`src/rtl/fp_mul_pkg.sv`:
```
// Shared types and constants for the single-precision multiplier
// round/pack stage and sibling FPU ops.
package fp_mul_pkg;

   localparam int EW = 12;

   typedef enum logic [1:0] {
      CLS_NORM = 2'd0,
      CLS_ZERO = 2'd1,
      CLS_INF  = 2'd2,
      CLS_NAN  = 2'd3
   } cls_e;

   typedef enum logic [2:0] {
      RNE = 3'd0,
      RTZ = 3'd1,
      RDN = 3'd2,
      RUP = 3'd3,
      RMM = 3'd4
   } rmode_e;

   localparam logic [31:0] QNAN    = 32'h7FC00000;
   localparam logic [30:0] MAX_FIN = 31'h7F7FFFFF;
   localparam logic signed [EW-1:0] EXP_MAX = 12'sd255;

   typedef struct packed {
      logic                   sign;
      cls_e                   cls;
      rmode_e                 rm;
      logic signed [EW-1:0]   exp_n;
      logic [22:0]            mant;
      logic                   guard;
      logic                   sticky;
   } s1_t;

   // Reserved encodings fall back to round-to-nearest-even.
   function automatic rmode_e to_rmode(input logic [2:0] m);
      case (m)
         3'd1:    return RTZ;
         3'd2:    return RDN;
         3'd3:    return RUP;
         3'd4:    return RMM;
         default: return RNE;
      endcase
   endfunction

endpackage

```
`src/rtl/fp_mul_round_if.sv`:
```
// Upstream product / downstream result handshake bundle
// for the multiplier round stage.
interface fp_mul_round_if #(
   parameter int EXP_W = 10,
   parameter int FRC_W = 48
);
   logic             in_valid;
   logic             in_ready;
   logic             in_sign;
   logic [EXP_W-1:0] in_exp;
   logic [FRC_W-1:0] in_frc;
   logic [1:0]       in_cls;
   logic [2:0]       r_mode;
   logic             out_valid;
   logic             out_ready;
   logic [31:0]      fp_Z;
   logic             ovrf;
   logic             udrf;

   modport master (
      output in_valid, in_sign, in_exp, in_frc, in_cls, r_mode,
      output out_ready,
      input  in_ready, out_valid, fp_Z, ovrf, udrf
   );

   modport slave (
      input  in_valid, in_sign, in_exp, in_frc, in_cls, r_mode,
      input  out_ready,
      output in_ready, out_valid, fp_Z, ovrf, udrf
   );
endinterface

```
`src/rtl/fp_round_inc.sv`:
```
// Round-increment decision from sign, guard, sticky and lsb
// under the selected IEEE rounding mode.
module fp_round_inc
   import fp_mul_pkg::*;
(
   input  logic   i_sign,
   input  logic   i_guard,
   input  logic   i_sticky,
   input  logic   i_lsb,
   input  rmode_e i_rm,
   output logic   o_inc
);

   logic w_inexact;

   assign w_inexact = i_guard | i_sticky;

   always_comb begin
      o_inc = 1'b0;
      case (i_rm)
         RTZ:     o_inc = 1'b0;
         RDN:     o_inc = i_sign & w_inexact;
         RUP:     o_inc = ~i_sign & w_inexact;
         RMM:     o_inc = i_guard;
         default: o_inc = i_guard & (i_sticky | i_lsb);
      endcase
   end

endmodule

```
`src/rtl/fp_mul_round.sv`:
```
// Two-stage normalize / round-and-pack back end of the
// single-precision multiplier; subnormal results flush to zero.
module fp_mul_round
   import fp_mul_pkg::*;
#(
   parameter int EXP_W = 10,
   parameter int FRC_W = 48
) (
   input logic           clk,
   input logic           rst_n,
   fp_mul_round_if.slave bus
);

   logic                    r_s1v;
   s1_t                     r_s1;
   logic                    r_ov;
   logic [31:0]             r_z;
   logic                    r_ovf;
   logic                    r_udf;

   logic                    w_s2_free;
   logic                    w_in_ready;
   logic [FRC_W-1:0]        w_frc;
   logic signed [EXP_W-1:0] w_ein;
   logic signed [EW-1:0]    w_ein_x;
   s1_t                     w_s1;

   logic                    w_inc;
   logic [23:0]             w_sum;
   logic signed [EW-1:0]    w_expf;
   logic [31:0]             w_z;
   logic                    w_ovf;
   logic                    w_udf;

   assign w_s2_free  = ~r_ov | bus.out_ready;
   assign w_in_ready = ~r_s1v | w_s2_free;
   assign w_frc      = bus.in_frc;
   assign w_ein      = bus.in_exp;
   assign w_ein_x    = EW'(w_ein);

   // Stage 1: a carry into bit 47 shifts the binary point left by one.
   always_comb begin
      w_s1.sign = bus.in_sign;
      w_s1.cls  = cls_e'(bus.in_cls);
      w_s1.rm   = to_rmode(bus.r_mode);
      if (w_frc[FRC_W-1]) begin
         w_s1.mant   = w_frc[FRC_W-2 -: 23];
         w_s1.guard  = w_frc[FRC_W-25];
         w_s1.sticky = |w_frc[FRC_W-26:0];
         w_s1.exp_n  = w_ein_x + EW'(1);
      end else begin
         w_s1.mant   = w_frc[FRC_W-3 -: 23];
         w_s1.guard  = w_frc[FRC_W-26];
         w_s1.sticky = |w_frc[FRC_W-27:0];
         w_s1.exp_n  = w_ein_x;
      end
   end

   fp_round_inc u_inc (
      .i_sign   (r_s1.sign),
      .i_guard  (r_s1.guard),
      .i_sticky (r_s1.sticky),
      .i_lsb    (r_s1.mant[0]),
      .i_rm     (r_s1.rm),
      .o_inc    (w_inc)
   );

   // Mantissa carry-out leaves zeros in [22:0] and bumps the exponent.
   assign w_sum  = {1'b0, r_s1.mant} + 24'(w_inc);
   assign w_expf = r_s1.exp_n + EW'(w_sum[23]);

   always_comb begin
      w_z   = '0;
      w_ovf = 1'b0;
      w_udf = 1'b0;
      if (r_s1.cls == CLS_NAN) begin
         w_z = QNAN;
      end else if (r_s1.cls == CLS_INF) begin
         w_z = {r_s1.sign, 8'hFF, 23'd0};
      end else if (r_s1.cls == CLS_ZERO) begin
         w_z = {r_s1.sign, 31'd0};
      end else if (r_s1.exp_n <= 0) begin
         w_z   = {r_s1.sign, 31'd0};
         w_udf = 1'b1;
      end else if (w_expf >= EXP_MAX) begin
         w_ovf = 1'b1;
         case (r_s1.rm)
            RTZ: w_z = {r_s1.sign, MAX_FIN};
            RDN: w_z = r_s1.sign ? 32'hFF800000
                                 : {1'b0, MAX_FIN};
            RUP: w_z = r_s1.sign ? {1'b1, MAX_FIN}
                                 : 32'h7F800000;
            default: w_z = {r_s1.sign, 8'hFF, 23'd0};
         endcase
      end else begin
         w_z = {r_s1.sign, w_expf[7:0], w_sum[22:0]};
      end
   end

   always_ff @(posedge clk or negedge rst_n) begin
      if (!rst_n) begin
         r_s1v <= 1'b0;
         r_s1  <= '0;
         r_ov  <= 1'b0;
         r_z   <= '0;
         r_ovf <= 1'b0;
         r_udf <= 1'b0;
      end else begin
         if (w_in_ready) begin
            r_s1v <= bus.in_valid;
            if (bus.in_valid) r_s1 <= w_s1;
         end
         if (w_s2_free) begin
            r_ov <= r_s1v;
            if (r_s1v) begin
               r_z   <= w_z;
               r_ovf <= w_ovf;
               r_udf <= w_udf;
            end
         end
      end
   end

   assign bus.in_ready  = w_in_ready;
   assign bus.out_valid = r_ov;
   assign bus.fp_Z      = r_z;
   assign bus.ovrf      = r_ovf;
   assign bus.udrf      = r_udf;

endmodule

```
`src/flat_wrapper.sv`:
```
// flat-port wrapper written by rule: the top's interface ports become plain ports
module fp_mul_round_flat import fp_mul_pkg::*;
#(
   parameter int EXP_W = 10,
   parameter int FRC_W = 48
)
  (clk, rst_n, bus_in_valid, bus_in_sign, bus_in_exp, bus_in_frc, bus_in_cls, bus_r_mode, bus_out_ready, bus_in_ready, bus_out_valid, bus_fp_Z, bus_ovrf, bus_udrf);
  fp_mul_round_if #(.EXP_W(EXP_W), .FRC_W(FRC_W)) bus_i ();
  input logic clk;
  input logic rst_n;
  input wire logic [$bits(bus_i.in_valid)-1:0] bus_in_valid;
  input wire logic [$bits(bus_i.in_sign)-1:0] bus_in_sign;
  input wire logic [$bits(bus_i.in_exp)-1:0] bus_in_exp;
  input wire logic [$bits(bus_i.in_frc)-1:0] bus_in_frc;
  input wire logic [$bits(bus_i.in_cls)-1:0] bus_in_cls;
  input wire logic [$bits(bus_i.r_mode)-1:0] bus_r_mode;
  input wire logic [$bits(bus_i.out_ready)-1:0] bus_out_ready;
  output wire logic [$bits(bus_i.in_ready)-1:0] bus_in_ready;
  output wire logic [$bits(bus_i.out_valid)-1:0] bus_out_valid;
  output wire logic [$bits(bus_i.fp_Z)-1:0] bus_fp_Z;
  output wire logic [$bits(bus_i.ovrf)-1:0] bus_ovrf;
  output wire logic [$bits(bus_i.udrf)-1:0] bus_udrf;
  assign bus_i.in_valid = bus_in_valid;
  assign bus_i.in_sign = bus_in_sign;
  assign bus_i.in_exp = bus_in_exp;
  assign bus_i.in_frc = bus_in_frc;
  assign bus_i.in_cls = bus_in_cls;
  assign bus_i.r_mode = bus_r_mode;
  assign bus_i.out_ready = bus_out_ready;
  assign bus_in_ready = bus_i.in_ready;
  assign bus_out_valid = bus_i.out_valid;
  assign bus_fp_Z = bus_i.fp_Z;
  assign bus_ovrf = bus_i.ovrf;
  assign bus_udrf = bus_i.udrf;
  fp_mul_round #(.EXP_W(EXP_W), .FRC_W(FRC_W)) u_core (.clk(clk), .rst_n(rst_n), .bus(bus_i));
endmodule
```
`config.mk`:
```
export PLATFORM = sky130hd
export DESIGN_NAME = fp_mul_round_flat
export DESIGN_NICKNAME = d
export VERILOG_FILES = /design/src/rtl/fp_mul_pkg.sv /design/src/rtl/fp_mul_round_if.sv /design/src/rtl/fp_round_inc.sv /design/src/rtl/fp_mul_round.sv /design/src/flat_wrapper.sv
export SDC_FILE = /design/constraint.sdc
export NUM_CORES = 1
export LEC_CHECK = 0
export CORE_MARGIN = 1
export CORE_UTILIZATION = 53
export CTS_CLUSTER_SIZE = 40
export DETAILED_ROUTE_END_ITERATION = 16
export PLACE_DENSITY = 0.84
export SYNTH_ARGS = -nofsm -noshare
export SYNTH_HDL_FRONTEND = slang
export SYNTH_HIERARCHICAL = 1
export SYNTH_SLANG_ARGS = --single-unit
```
`constraint.sdc`:
```
create_clock -name clk -period 6.4 [get_ports clk]
set_clock_uncertainty 0.05 [all_clocks]
set_input_delay 1.28 -clock clk [delete_from_list [all_inputs] [get_ports clk]]
set_output_delay 1.28 -clock clk [all_outputs]
set_load 0.05 [all_outputs]
```
Word level (Yosys, flattened, before mapping):

Index checks and enable logic that the tools add are counted.

* memory bits (read-only): 0
* RAM bits: 0
* bits in latches: 0
* memories: 0
* flip-flop bits (word level): 79

* divide/modulo/power cells: 0
* magnitude comparators: 2
* add/sub/neg operators: 3
* bitwise operators: 10
* $mul: 0
* reductions and logical operators: 4
* equal/unequal tests: 11
* shift operators: 0
* muxes and demuxes: 20

Operators with widths (number)
* 32-bit 2-to-1 mux: 7
* 32-bit one-hot mux with 3 select lines: 1
* 37-bit 2-to-1 mux: 1
* 23-bit by 1-bit adder with 24-bit output: 1
* 23-bit OR reduction: 1
* 22-bit OR reduction: 1
* 12-bit by 1-bit adder with 12-bit output: 1
* 3-bit by 2-bit equality test with 1-bit output (second input constant): 4
* 12-bit by 9-bit >= comparator with 1-bit output (second input constant): 1
* 12-bit by 1-bit <= comparator with 1-bit output (second input constant): 1
* 3-bit one-hot mux with 4 select lines: 1
* 10-bit by 2-bit adder with 11-bit output (second input constant): 1
* 1-bit 2-to-1 mux: 9
* 3-bit by 1-bit equality test with 1-bit output (second input constant): 2
* 3-bit equality test (second input constant): 2
* 2-bit equality test (second input constant): 2
* 1-bit bitwise OR: 4
* 1-bit one-hot mux with 4 select lines: 1
* 2-bit AND reduction: 2
* 1-bit AND: 3
* 1-bit NOT: 3
* 2-bit by 1-bit equality test with 1-bit output (second input constant): 1

Logic depth before layout (Yosys ltp):

* depth in word-level cells: 11
* depth in mapped cells: 16
* mapped depth without buffers: 15

By module:

Netlist, hierarchy kept.

Modules (own cells, without submodules)
* fp_mul_round: area each 4266.6 um^2, seq. area each 1951.9 um^2, cells each 458, times used 1
* fp_round_inc: area each 55.1 um^2, seq. area each 0.0 um^2, cells each 7, times used 1

Least setup slack after synthesis:

OpenSTA, ideal clock, no wires.

* kind: flip-flop to flip-flop
* start: register u_core/r_s1[37] (netlist name)
* end: register u_core.r_z[10] (netlist: u_core/bus.fp_Z[10])
* buffers on the path: 1
* library setup time: 0.120 ns
* arrival time: 3.787 ns
* cell stages (with the launch flop): 17
* clock period less this slack: 3.957 ns
* data required time: 6.230 ns
* slack: 2.443 ns
* path through: dfrtp_1 xnor2_1 nor4b_2 a311o_1 ha_1 nand2_1 nor4_1 and3_1 ha_1 ha_1 nand3_1 or4b_4 a32oi_4 o21ai_2 clkbuf_1 nor2_1 o21ai_2

* word-level cells in the longest chain between the ends: 10
* elaborated cells on any way between the ends: 14
* those cells by class: 2 x add/sub; 1 x order compare; 4 x eq/ne; 7 x mux

RTL lines
* from (decl): line fp_mul_round.sv:15 `s1_t r_s1;`
* from (signal assigned): line fp_mul_round.sv:111 `if (bus.in_valid) r_s1 <= w_s1;`
* 3-bit equality test (tied with other cells): line fp_round_inc.sv:20 `case (i_rm)`
* 1-bit one-hot mux with 4 select lines (*): line fp_round_inc.sv:20
* via u_core.w_inc: line fp_mul_round.sv:28 `logic w_inc;`
* 23-bit by 1-bit adder with 24-bit output (*): line fp_mul_round.sv:69 `assign w_sum = {1'b0, r_s1.mant} + 24'(w_inc);`
* 12-bit by 1-bit adder with 12-bit output: line fp_mul_round.sv:70 `assign w_expf = r_s1.exp_n + EW'(w_sum[23]);`
* 12-bit by 9-bit >= comparator with 1-bit output: line fp_mul_round.sv:85 `end else if (w_expf >= EXP_MAX) begin`
* 32-bit 2-to-1 mux (*): line fp_mul_round.sv:85
* 32-bit 2-to-1 mux (*): line fp_mul_round.sv:82 `end else if (r_s1.exp_n <= 0) begin`
* 32-bit 2-to-1 mux (*): line fp_mul_round.sv:80 `end else if (r_s1.cls == CLS_ZERO) begin`
* 32-bit 2-to-1 mux (*): line fp_mul_round.sv:78 `end else if (r_s1.cls == CLS_INF) begin`
* 32-bit 2-to-1 mux (*): line fp_mul_round.sv:76 `if (r_s1.cls == CLS_NAN) begin`
* to (signal assigned): line fp_mul_round.sv:116 `r_z <= w_z;`
* to (decl): line fp_mul_round.sv:17 `logic [31:0] r_z;`

The timed path passes the listed nets; every way through them passes the cells marked *.
A chain may end at the register's enable or synchronous reset.

Worst setup path after layout:

* start: register u_core/r_s1[37] (netlist name)
* end: register u_core.r_z[22] (netlist: u_core/bus.fp_Z[22])

The elaborated chain is that of the path after synthesis.

==> flow_summary.json <==
{
  "status": "complete, no violations",
  "core_area_sq_um": 7810,
  "placed_cell_area_sq_um": 5390,
  "p_sw_mw": 0.536,
  "grt_max_degree": 82,
  "grt_overflow_total": 0,
  "track_usage_pct": 24.7,
  "syn_inst": 465,
  "cts_buffer_depth": 2,
  "clock.fmax_mhz": 214,
  "place_congestion": 0.914,
  "synth_area_sq_um": 4320,
  "num_rows": 32,
  "synth_nets": 538,
  "drc": 0,
  "hold_viol": 0,
  "ys_seq_elements": 78,
  "root_buffer": "clkbuf_8",
  "setup_viol": 0,
  "power.density_nw_per_um2": 272,
  "worst_pin_slew_ns": 1.02,
  "syn_avg_cell_area_sq_um": 9.29,
  "synthMuxAreaShare_pct": 6.57,
  "synth_fa_ha_area_share_pct": 1.45,
  "critPathKind": "flop to flop",
  "post_cts_buffers": 0,
  "finalSetupTns_ns": 0,
  "power.clock.fraction_pct": 25.8,
  "seq_power_share_pct": 42.4,
  "synth-simple-area-share_pct": 21.1,
  "hold_buffers": 0,
  "worstPathArrival_ns": 4.87,
  "synthArstFlopShare_pct": 100,
  "vias": 3748,
  "antenna_found_initial": 0,
  "yosys_most_used_dff": "dfrtp_1",
  "yosys_warnings": 6,
  "dieArea_sq_um": 8520,
  "drt-wirelength-per-cell_microns": 14.9,
  "p_leak_nw": 2.32,
  "fin_nets": 631,
  "synth.distinct_cells": 47,
  "min_path_type": "flop to flop",
  "timing.slew.headroom_pct": 31.7,
  "boundaryPins": 104,
  "dr.pass1.iters": 5,
  "grt_pass1_wl_microns": 16600,
  "synth_compound_area_share_pct": 15.3,
  "internal-power_mw": 0.987,
  "max-vdd-ir-drop_mv": 0.109,
  "hpwl_microns": 7470,
  "die_y_microns": 92.3,
  "required_ns": 6.61,
  "num_antenna_cells": 0,
  "worst_setup_path_end_kind": "flop",
  "fin_crit_sh_pct": 72.9,
  "cts.sinks": 78,
  "htreeDepth": 3,
  "cts_resized": 0,
  "drtIter0Drc": 300,
  "n_fill_cell": 619,
  "die_w_microns": 92.3,
  "portBuffers": 103,
  "vias_per_cell": 5.64,
  "fin_crit_ns": 4.66,
  "rsz0062_at_grt": "no",
  "ys_seq_area_share_pct": 45.2,
  "synth_edf_count": 0,
  "power_frac_comb_pct": 31.8,
  "start_util_pct": 55.4,
  "drive_gt1_share_pct": 9.06,
  "fin_area_sq_um": 5600,
  "clk_latency_ns": 0.34,
  "maxCapViolCount": 0,
  "grt_pass1_vias": 3543,
  "syn2layout_area_growth_pct": 29.6,
  "cts_tree": "built",
  "swShare_pct": 35.2,
  "clk_pin_slew_worst_paths_ns": 0.07,
  "path_max_fanout": 24,
  "numCtsBuffers": 9,
  "synth-xor-area-share_pct": 7.50,
  "slew_violations": 0,
  "synth_top_family_by_area": "simple AND/OR/NAND/NOR gates",
  "drt.antenna.violating_nets": 0,
  "cp-start-kind": "flop",
  "postRouteWirelength_microns": 9890
}
-- cell usage after synthesis, drive strengths merged, types with 2 or more instances --
library cell / count / area share (%)
nand3: 18 / 2.1
nor4b: 3 / 1.1
clkbuf: 14 / 1.2
nor4: 10 / 1.4
dfrtp: 78 / 45
xor2: 14 / 2.8
mux2: 3 / 0.78
o22a: 6 / 1.2
o21ai: 69 / 9.9
nor3: 4 / 0.46
mux2i: 25 / 5.8
ha: 5 / 1.4
and2: 3 / 0.43
o41ai: 3 / 0.78
nor2: 42 / 3.6
xnor2: 23 / 4.7
inv: 5 / 0.43
a31oi: 2 / 0.29
or4: 2 / 0.43
nand2b: 8 / 1.2
nand2: 83 / 7.2
a21oi: 7 / 0.81
and3: 4 / 0.58
nand4: 11 / 1.6
buf: 9 / 1.2
-- power by group through the flow --
| stage | Combinational, mW | Sequential, mW | Clock (mW) |
|---|---|---|---|
| floorplan | 0.202 | 0.753 | 0 |
| global placement | 0.474 | 0.649 | 0 |
| detailed placement | 0.483 | 0.653 | 0 |
| CTS | 0.486 | 0.644 | 0.398 |
| global route | 0.519 | 0.657 | 0.420 |
| finish | 0.484 | 0.646 | 0.392 |
-- stage by stage --
step / util, % / setup slack, ns / hold slack, ns / total power [mW] / cells
floorplan: - / 2.44 / 0.421 / 0.954 / 465
global placement: 69.0 / 2.03 / 0.400 / 1.12 / 649
detailed placement: 69.0 / 1.80 / 0.406 / 1.14 / 649
CTS: 71.7 / 1.78 / 0.422 / 1.53 / 665
global route: 71.7 / 1.52 / 0.454 / 1.60 / 665
finish: 71.7 / 1.74 / 0.419 / 1.52 / 665
-- final cells by class --
cell class	instances	area [sq um]	share of cell area, %
clock buffers	12	145	2.59
clock inverters	4	70.1	1.25
inverters	5	18.8	0.335
multi-input cells	359	2250	40.2
flip-flops and latches	78	1950	34.8
well taps	102	128	2.28
repair buffers	105	1040	18.5
-- flip-flops by register name (all words and copies together), names as in the netlist --
signal	cells
u_core/r_s1	42
u_core/bus.fp_Z	32
u_core/bus.out_valid	1
u_core/bus.ovrf	1
u_core/bus.udrf	1
u_core/r_s1v	1
-- metal layers --
metal	wire, microns	GRT usage (%)	vias to the layer above
met1	4430	33.6	1747
met4	159	8.07	0
met5	0	0	-
met3	608	3.53	17
li1	-	-	1821
met2	4680	40.7	163
-- critical path, stage by stage, from the launching register on --
cell and delay [ns]:
dfrtp_1 0.44, nor4b_1 0.35, a311o_1 0.17, ha_1 0.20, nand2_1 0.11, nor4_1 0.79, and3_1 0.28, ha_1 0.19
ha_1 0.22, nand3_1 0.15, or3_1 0.37, o2bb2ai_1 0.19, o21ai_2 0.72, o21ai_1 0.18, o22ai_1 0.18
-- cells by family (layout without fill, tap and decap cells) --
family / after synthesis / in the layout
AOI/OAI and AO/OA: 96 / 96
buffers and inverters: 28 / 126
DFF: 78 / 78
and+or+nand+nor: 193 / 193
adders and majority gates: 5 / 5
xor gates and xnor gates: 37 / 37
muxes: 28 / 28
-- layout by cell type (no fill, tap or decap), types with 2 or more instances in the layout --
| master | instances |
|---|---|
| clkbuf_1 | 2 |
| clkbuf_8 | 10 |
| mux2i_1 | 25 |
| ha_1 | 5 |
| buf_4 | 3 |
| o21ai_0 | 44 |
| nor4_1 | 10 |
| o21ai_2 | 22 |
| dfrtp_1 | 78 |
| mux2_2 | 3 |
| bufinv_16 | 2 |
| nand2b_1 | 8 |
| inv_1 | 5 |
| nand2_1 | 82 |
| xor2_1 | 14 |
| xnor2_1 | 23 |
| and2_1 | 3 |
| nor3_1 | 4 |
| o21ai_1 | 3 |
| o41ai_1 | 2 |
| clkdlybuf4s50_1 | 101 |
| a21oi_1 | 7 |
| nor2_1 | 42 |
| clkinv_2 | 2 |
| nand4_1 | 11 |
| nand3_1 | 18 |
| a31oi_1 | 2 |
| o22a_1 | 6 |
| and3_1 | 4 |
-- worst paths after layout --
check | start | to | slack, ns | cells after the start
max in group asynchronous | rst_n | u_core/bus.fp_Z[19] | 4.69 | 1
max reg2reg | u_core/r_s1[37] | u_core/bus.fp_Z[22] | 1.74 | 14
max | u_core/r_s1[37] | u_core/bus.fp_Z[22] | 1.74 | 14
min reg2reg | u_core/bus.fp_Z[31] | u_core/bus.fp_Z[31] | 0.42 | 2
min in group asynchronous | rst_n | u_core/bus.fp_Z[30] | 1.03 | 1
min | u_core/bus.fp_Z[31] | u_core/bus.fp_Z[31] | 0.42 | 2
No activity file was read; power rests on OpenSTA's default activity.
==> edit 1, RTL diff (same flow settings) <==
`EXP_W` is set to 10 in 3 places; all go to 20.
--- a/src/rtl/fp_mul_round_if.sv
+++ b/src/rtl/fp_mul_round_if.sv
@@ -1,7 +1,7 @@
 // Upstream product / downstream result handshake bundle
 // for the multiplier round stage.
 interface fp_mul_round_if #(
-   parameter int EXP_W = 10,
+   parameter int EXP_W = 20,
    parameter int FRC_W = 48
 );
    logic             in_valid;
--- a/src/rtl/fp_mul_round.sv
+++ b/src/rtl/fp_mul_round.sv
@@ -3,7 +3,7 @@
 module fp_mul_round
    import fp_mul_pkg::*;
 #(
-   parameter int EXP_W = 10,
+   parameter int EXP_W = 20,
    parameter int FRC_W = 48
 ) (
    input logic           clk,
--- a/src/flat_wrapper.sv
+++ b/src/flat_wrapper.sv
@@ -1,7 +1,7 @@
 // flat-port wrapper written by rule: the top's interface ports become plain ports
 module fp_mul_round_flat import fp_mul_pkg::*;
 #(
-   parameter int EXP_W = 10,
+   parameter int EXP_W = 20,
    parameter int FRC_W = 48
 )
   (clk, rst_n, bus_in_valid, bus_in_sign, bus_in_exp, bus_in_frc, bus_in_cls, bus_r_mode, bus_out_ready, bus_in_ready, bus_out_valid, bus_fp_Z, bus_ovrf, bus_udrf);
Interface: changed (resized bus_in_exp); port bits go from 104 to 114. The function was not compared with the original's and may differ.
==> edit 1 against the unedited design <==
Area after synthesis decreased by 1.7%; routed wire length decreased by 3.4%; global-route usage decreased by 0.36 points; power decreased by 3.7%; worst setup slack improved by 0.086 ns; first-iteration DRC count decreased by 36%; cell area decreased by 1.6%; non-clock buffer count increased by 1; sequential cell count increased by 1; highest routed layer unchanged.
==> edit 1: results (changes against the unedited design) <==
Parameter                              Value

Routing
  Metal-1 WL    4230 um (was 4430 um)
  DR iter-0 viols    191 (was 300)
  Met2 layer wire length in the routed design    4520 um (was 4680 um)
  Met3 Routed Length    642 um (was 608 um)
  Length of the first detailed-routing pass in iterations    4 (was 5)

Placed design
  GPL Wtd Cong    0.860 (was 0.914)
  Total of buffers placed on input and output ports    105 (was 103)
  Detailed-placement wirelength estimate    7000 um (was 7470 um)

Global route
  Maximum number of pins on one net before global-route repair    84 (was 82)
  Via count of the first global-routing pass    3479 (was 3543)
  M3 GR Usage    0.0360 (was 0.0353)
  Met2 GRT Util    0.381 (was 0.407)
  First-pass GRT wire length    16000 um (was 16600 um)
  GRT Util Overall    0.244 (was 0.247)
  Routing usage on met1    0.342 (was 0.336)

Power and ir drop
  Internal Dissipation    0.000945 W (was 0.000987 W)
  LEAKAGE    2.31 nW (was 2.32 nW)
  Clock power share    0.239 (was 0.258)
  Largest vdd supply drop    115 uV (was 109 uV)
  Logic gate share of total power    0.320 (was 0.318)

Synth
  Synthesized-area fraction occupied by xor and xnor cells    0.0783 (was 0.0750)
  Complex-gate fraction of the synthesized area    0.150 (was 0.153)
  Post-synth top cells    nand2_1 (86), dfrtp_1 (79), o21ai_0 (45), mux2i_1 (26), nor2_1 (23) (was nand2_1 (83), dfrtp_1 (78), o21ai_0 (44), nor2_1 (42), mux2i_1 (25))
  Synth Net Count    530 (was 538)
  Sequential fraction of the synthesis area    0.465 (was 0.452)
  Synth top area cells    dfrtp_1 (47%), nand2_1 (7.6%), mux2i_1 (6.1%) (was dfrtp_1 (45%), nand2_1 (7.2%), mux2i_1 (5.8%))
  Multiplexer area fraction after synthesis    0.0692 (was 0.0657)

Final layout
  Number of flip-flops in the largest register    43 (was 42)
  Filler instances    583 (was 619)
  Post-layout net count    624 (was 631)

Setup path
  Slowest-stage cell, CP    o21ai_4 (was nor4_1)
  WP buf/inv    0 (unchanged)
  Cell family with the largest share of critical-path delay    compound AO/OA/AOI/OAI gates (was simple AND/OR/NAND/NOR gates)
  Maximum fanout encountered on the critical timing path    35 (was 24)
  Register-to-Register Setup Slack    1.82 ns (was 1.74 ns)
  Stage delay of the slowest cell on the critical path    0.63 ns (was 0.79 ns)
  Path depth of the worst reg2reg path    16 (was 14)
  Reg-to-Reg End    u_core/bus.fp_Z[8] (was u_core/bus.fp_Z[22])
  Critical path data arrival time    4.81 ns (was 4.87 ns)

Outcome
  Result of the run    complete, no violations (unchanged)

Timing
  Rel. slew slack    0.364 (was 0.317)

CTS
  Number of buffers created by CTS    9 (unchanged)
  Sink Count    79 (was 78)
  Clk slew on worst S/H paths    0.07 ns (about the same)

Worst hold path
  Endpoint of the worst hold path    u_core/bus.udrf (was u_core/bus.fp_Z[31])
[edit 1: how the worst max path moves through the flow]
stage | end | startpoint | slack, ns
6_report | u_core/bus.fp_Z[8] | u_core/r_s1[37] | 1.82
5_1_grt | u_core/bus.fp_Z[8] | u_core/r_s1[42] | 1.44
4_1_cts | u_core/bus.fp_Z[10] | u_core/r_s1[37] | 1.79
3_5_place_dp | u_core/bus.fp_Z[8] | u_core/r_s1[37] | 1.83
3_3_place_gp | u_core/bus.fp_Z[8] | u_core/r_s1[37] | 1.97
2_1_floorplan | u_core/bus.fp_Z[23] | u_core/r_s1[37] | 2.69
[edit 1: cell type report]
class | count | share of cell area
Timing Repair Buffer | 106 | 0.191
Sequential cell | 79 | 0.359
Tap cell | 102 | 0.0232
Multi-Input combinational cell | 341 | 0.389
Inverter | 4 | 0.00272
Clock buffer | 14 | 0.0331
Clock inverter | 2 | 0.00227
[edit 1: cell families after synthesis]
kind of cell,count (synthesis)
xor gates and xnor gates,38
DFF,79
buffers and inverters,27
and+or+nand+nor,171
AOI/OAI and AO/OA,98
adders and majority gates,5
muxes,29
[edit 1: per-stage QoR]
| step | setup slack, ns | hold WS (ns) | instances | total power, W | instance area [um2] |
|---|---|---|---|---|---|
| 2_1_floorplan | 2.69 | 0.421 | 447 | 0.000942 | 4250 |
| 3_3_place_gp | 1.97 | 0.414 | 632 | 0.00111 | 5320 |
| 3_5_place_dp | 1.83 | 0.422 | 632 | 0.00112 | 5320 |
| 4_1_cts | 1.79 | 0.442 | 648 | 0.00147 | 5510 |
| 5_1_grt | 1.44 | 0.481 | 648 | 0.00154 | 5510 |
| 6_report | 1.82 | 0.441 | 648 | 0.00147 | 5510 |
==> edit 2, RTL diff (same settings) <==
Made on the original files. Make the reset (`rst_n`) synchronous in one clocked block.
--- a/src/rtl/fp_mul_round.sv
+++ b/src/rtl/fp_mul_round.sv
@@ -97,7 +97,7 @@
       end
    end
 
-   always_ff @(posedge clk or negedge rst_n) begin
+   always_ff @(posedge clk) begin
       if (!rst_n) begin
          r_s1v <= 1'b0;
          r_s1  <= '0;
Behaviour: differs if rst_n is asserted again (counterexample within 4 cycles, from zero or initial values and one cycle with rst_n low); with rst_n held inactive, the same outputs for 4 cycles.
==> edit 2 against the unedited design <==
Area after synthesis shrank 5.8%; worst setup slack gained 0.18 ns; synthesized cell count grew 3.2%; core utilization is 1.2 points higher; routed wire length is 1.4% lower; sequential cell count unchanged; non-clock buffer count up 1; power is 20% lower; largest power group unchanged; sequential share of layout area fell by 5.6 points; sequential power is 14% lower; count of clock-buffer cells in the layout increased by 1; critical path type unchanged; cell area fell by 4.6%; fmax grew 4.0%.
==> edit 2: results (changes against the unedited design) <==
Parameter                              Value

CTS
  Post-CTS Repair Setup Buffers    0 (unchanged)
  Maximum buffer depth of the clock tree    2 (unchanged)
  Clk slew on worst S/H paths    0.08 ns
  Buffer cell driving the clock tree root    clkbuf_8 (unchanged)
  Number of levels in the clock H-tree    3 (unchanged)

Synth
  Leading register cell type out of synthesis    dfxtp_1 (was dfrtp_1)
  Synth top area cells    dfxtp_1 (38%), nand2_1 (8.6%), o211a_1 (8.4%) (was dfrtp_1 (45%), nand2_1 (7.2%), mux2i_1 (5.8%))
  Post-synth top cells    nand2_1 (93), dfxtp_1 (78), nor2_1 (44), o211a_1 (34), mux2i_1 (26) (was nand2_1 (83), dfrtp_1 (78), o21ai_0 (44), nor2_1 (42), mux2i_1 (25))
  Share of synthesized registers carrying an async set or reset    0 (was 1.00)
  Sequential fraction of the synthesis area    0.384 (was 0.452)
  Synth Net Count    553 (was 538)
  Post-synth cell types    49 (was 47)

Power and ir drop
  Switching part of the total power    0.274 (was 0.352)
  Largest vdd supply drop    107 uV (was 109 uV)
  LEAKAGE    2.31 nW (was 2.32 nW)

Setup path
  Register-to-Register Setup Slack    1.92 ns (was 1.74 ns)
  Maximum fanout encountered on the critical timing path    31 (was 24)
  Slowest-stage cell, CP    a21oi_2 (was nor4_1)
  Stage delay of the slowest cell on the critical path    0.99 ns (was 0.79 ns)
  Critical path data arrival time    4.71 ns (was 4.87 ns)
  Cell family with the largest share of critical-path delay    compound AO/OA/AOI/OAI gates (was simple AND/OR/NAND/NOR gates)

Global route
  Maximum number of pins on one net before global-route repair    78 (was 82)
  Initial antenna violation count    0 (unchanged)
  GRT Util Overall    0.252 (was 0.247)
  Via count of the first global-routing pass    3425 (was 3543)
  First-pass GRT wire length    15600 um (was 16600 um)

Routing
  Via density per instance    5.67 (was 5.64)
  Final routed wirelength across all metal layers    9750 um (was 9890 um)
  Length of the first detailed-routing pass in iterations    5 (unchanged)
  DR iter-0 viols    239 (was 300)

Timing
  Fin crit period    4.48 ns (was 4.66 ns)
  Rel. slew slack    0.176 (was 0.317)

Final layout
  Top reg by flops    u_core/r_s1 (unchanged)
  Layout cells sized above 1    0.0471 (was 0.0906)
  Post-layout net count    641 (was 631)
  Number of flip-flops in the largest register    42 (unchanged)
  Filler instances    562 (was 619)

Placed design
  GPL Wtd Cong    0.859 (was 0.914)
  Detailed-placement wirelength estimate    7460 um (was 7470 um)
  Setup slack at placement    1.98 ns (was 1.80 ns)

Outcome
  Result of the run    complete, no violations (unchanged)

Worst hold path
  Type of the tightest min-delay check    reg2reg (unchanged)
-- edit 2: cell count changes after synthesis, sizes merged, moves of 4 or more --
| cell | delta |
|---|---|
| a21boi | +10 |
| o211a | +34 |
| o21ai | -41 |
| o22a | -6 |
| dfrtp | -78 |
| dfxtp | +78 |
| o32ai | +4 |
| nand2 | +10 |
| clkbuf | +4 |
-- edit 2: worst min-delay path, delay by kind of cell (launching register included) --
| family | cells | cell delay (ns) |
|---|---|---|
| simple gates | 1 | 0.05 |
| flops | 1 | 0.31 |
| compound gates | 1 | 0.05 |
-- edit 2: per-stage QoR --
step           instances  utilization  hold slack (ns)  area (um2)
4_1_cts              672        0.729            0.403        5350
6_report             672        0.729            0.400        5350
3_3_place_gp         656        0.697            0.386        5110
2_1_floorplan        480            -            0.420        4070
3_5_place_dp         656        0.697            0.392        5110
5_1_grt              672        0.729            0.429        5350
-- edit 2: logic make-up (layout without fill, tap and decap cells) --
family / Yosys count / count (layout) / share of synthesized area
simple gates: 208 / 208 / 0.239
buf+inv: 31 / 124 / 0.0354
flops: 78 / 78 / 0.384
xor+xnor: 38 / 38 / 0.0818
fa+ha+maj: 5 / 5 / 0.0154
compound gates: 94 / 94 / 0.181
mux: 26 / 26 / 0.0640
-- edit 2: worst paths after layout --
path | start | to | cells after the start
worst min-delay path | u_core/bus.fp_Z[15] | u_core/bus.fp_Z[15] | 2
worst min register to register | u_core/bus.fp_Z[15] | u_core/bus.fp_Z[15] | 2
worst max register to register | u_core/r_s1[37] | u_core/bus.fp_Z[30] | 16
worst max-delay path | u_core/r_s1[37] | u_core/bus.fp_Z[30] | 16
-- edit 2: routing by layer --
layer | up-vias | track usage | routed length [um]
li1 | 1884 | - | -
met1 | 1783 | 0.345 | 4590
met2 | 127 | 0.402 | 4540
met3 | 18 | 0.0393 | 414
met4 | 0 | 0.0952 | 202
met5 | - | 0 | 0
-- edit 2: final cells by class --
class                   count  area (um2)  share of cell area
clock inverters             3        65.1              0.0122
repair buffers            106        1050               0.197
clock buffers              13         169              0.0316
well taps                  99         124              0.0232
inverters                   2        7.51             0.00140
flip-flops and latches     78        1560               0.292
multi-input cells         371        2360               0.442
-- edit 2: power by group through the flow --
| stage | logic [W] | registers [W] | clock network (W) |
|---|---|---|---|
| final | 0.000244 | 0.000553 | 0.000417 |
| after global routing | 0.000264 | 0.000557 | 0.000447 |
| after CTS | 0.000244 | 0.000552 | 0.000422 |
| after detailed placement | 0.000243 | 0.000563 | 0 |
| after global placement | 0.000236 | 0.000560 | 0 |
| after floorplan | 0.000117 | 0.000592 | 0 |
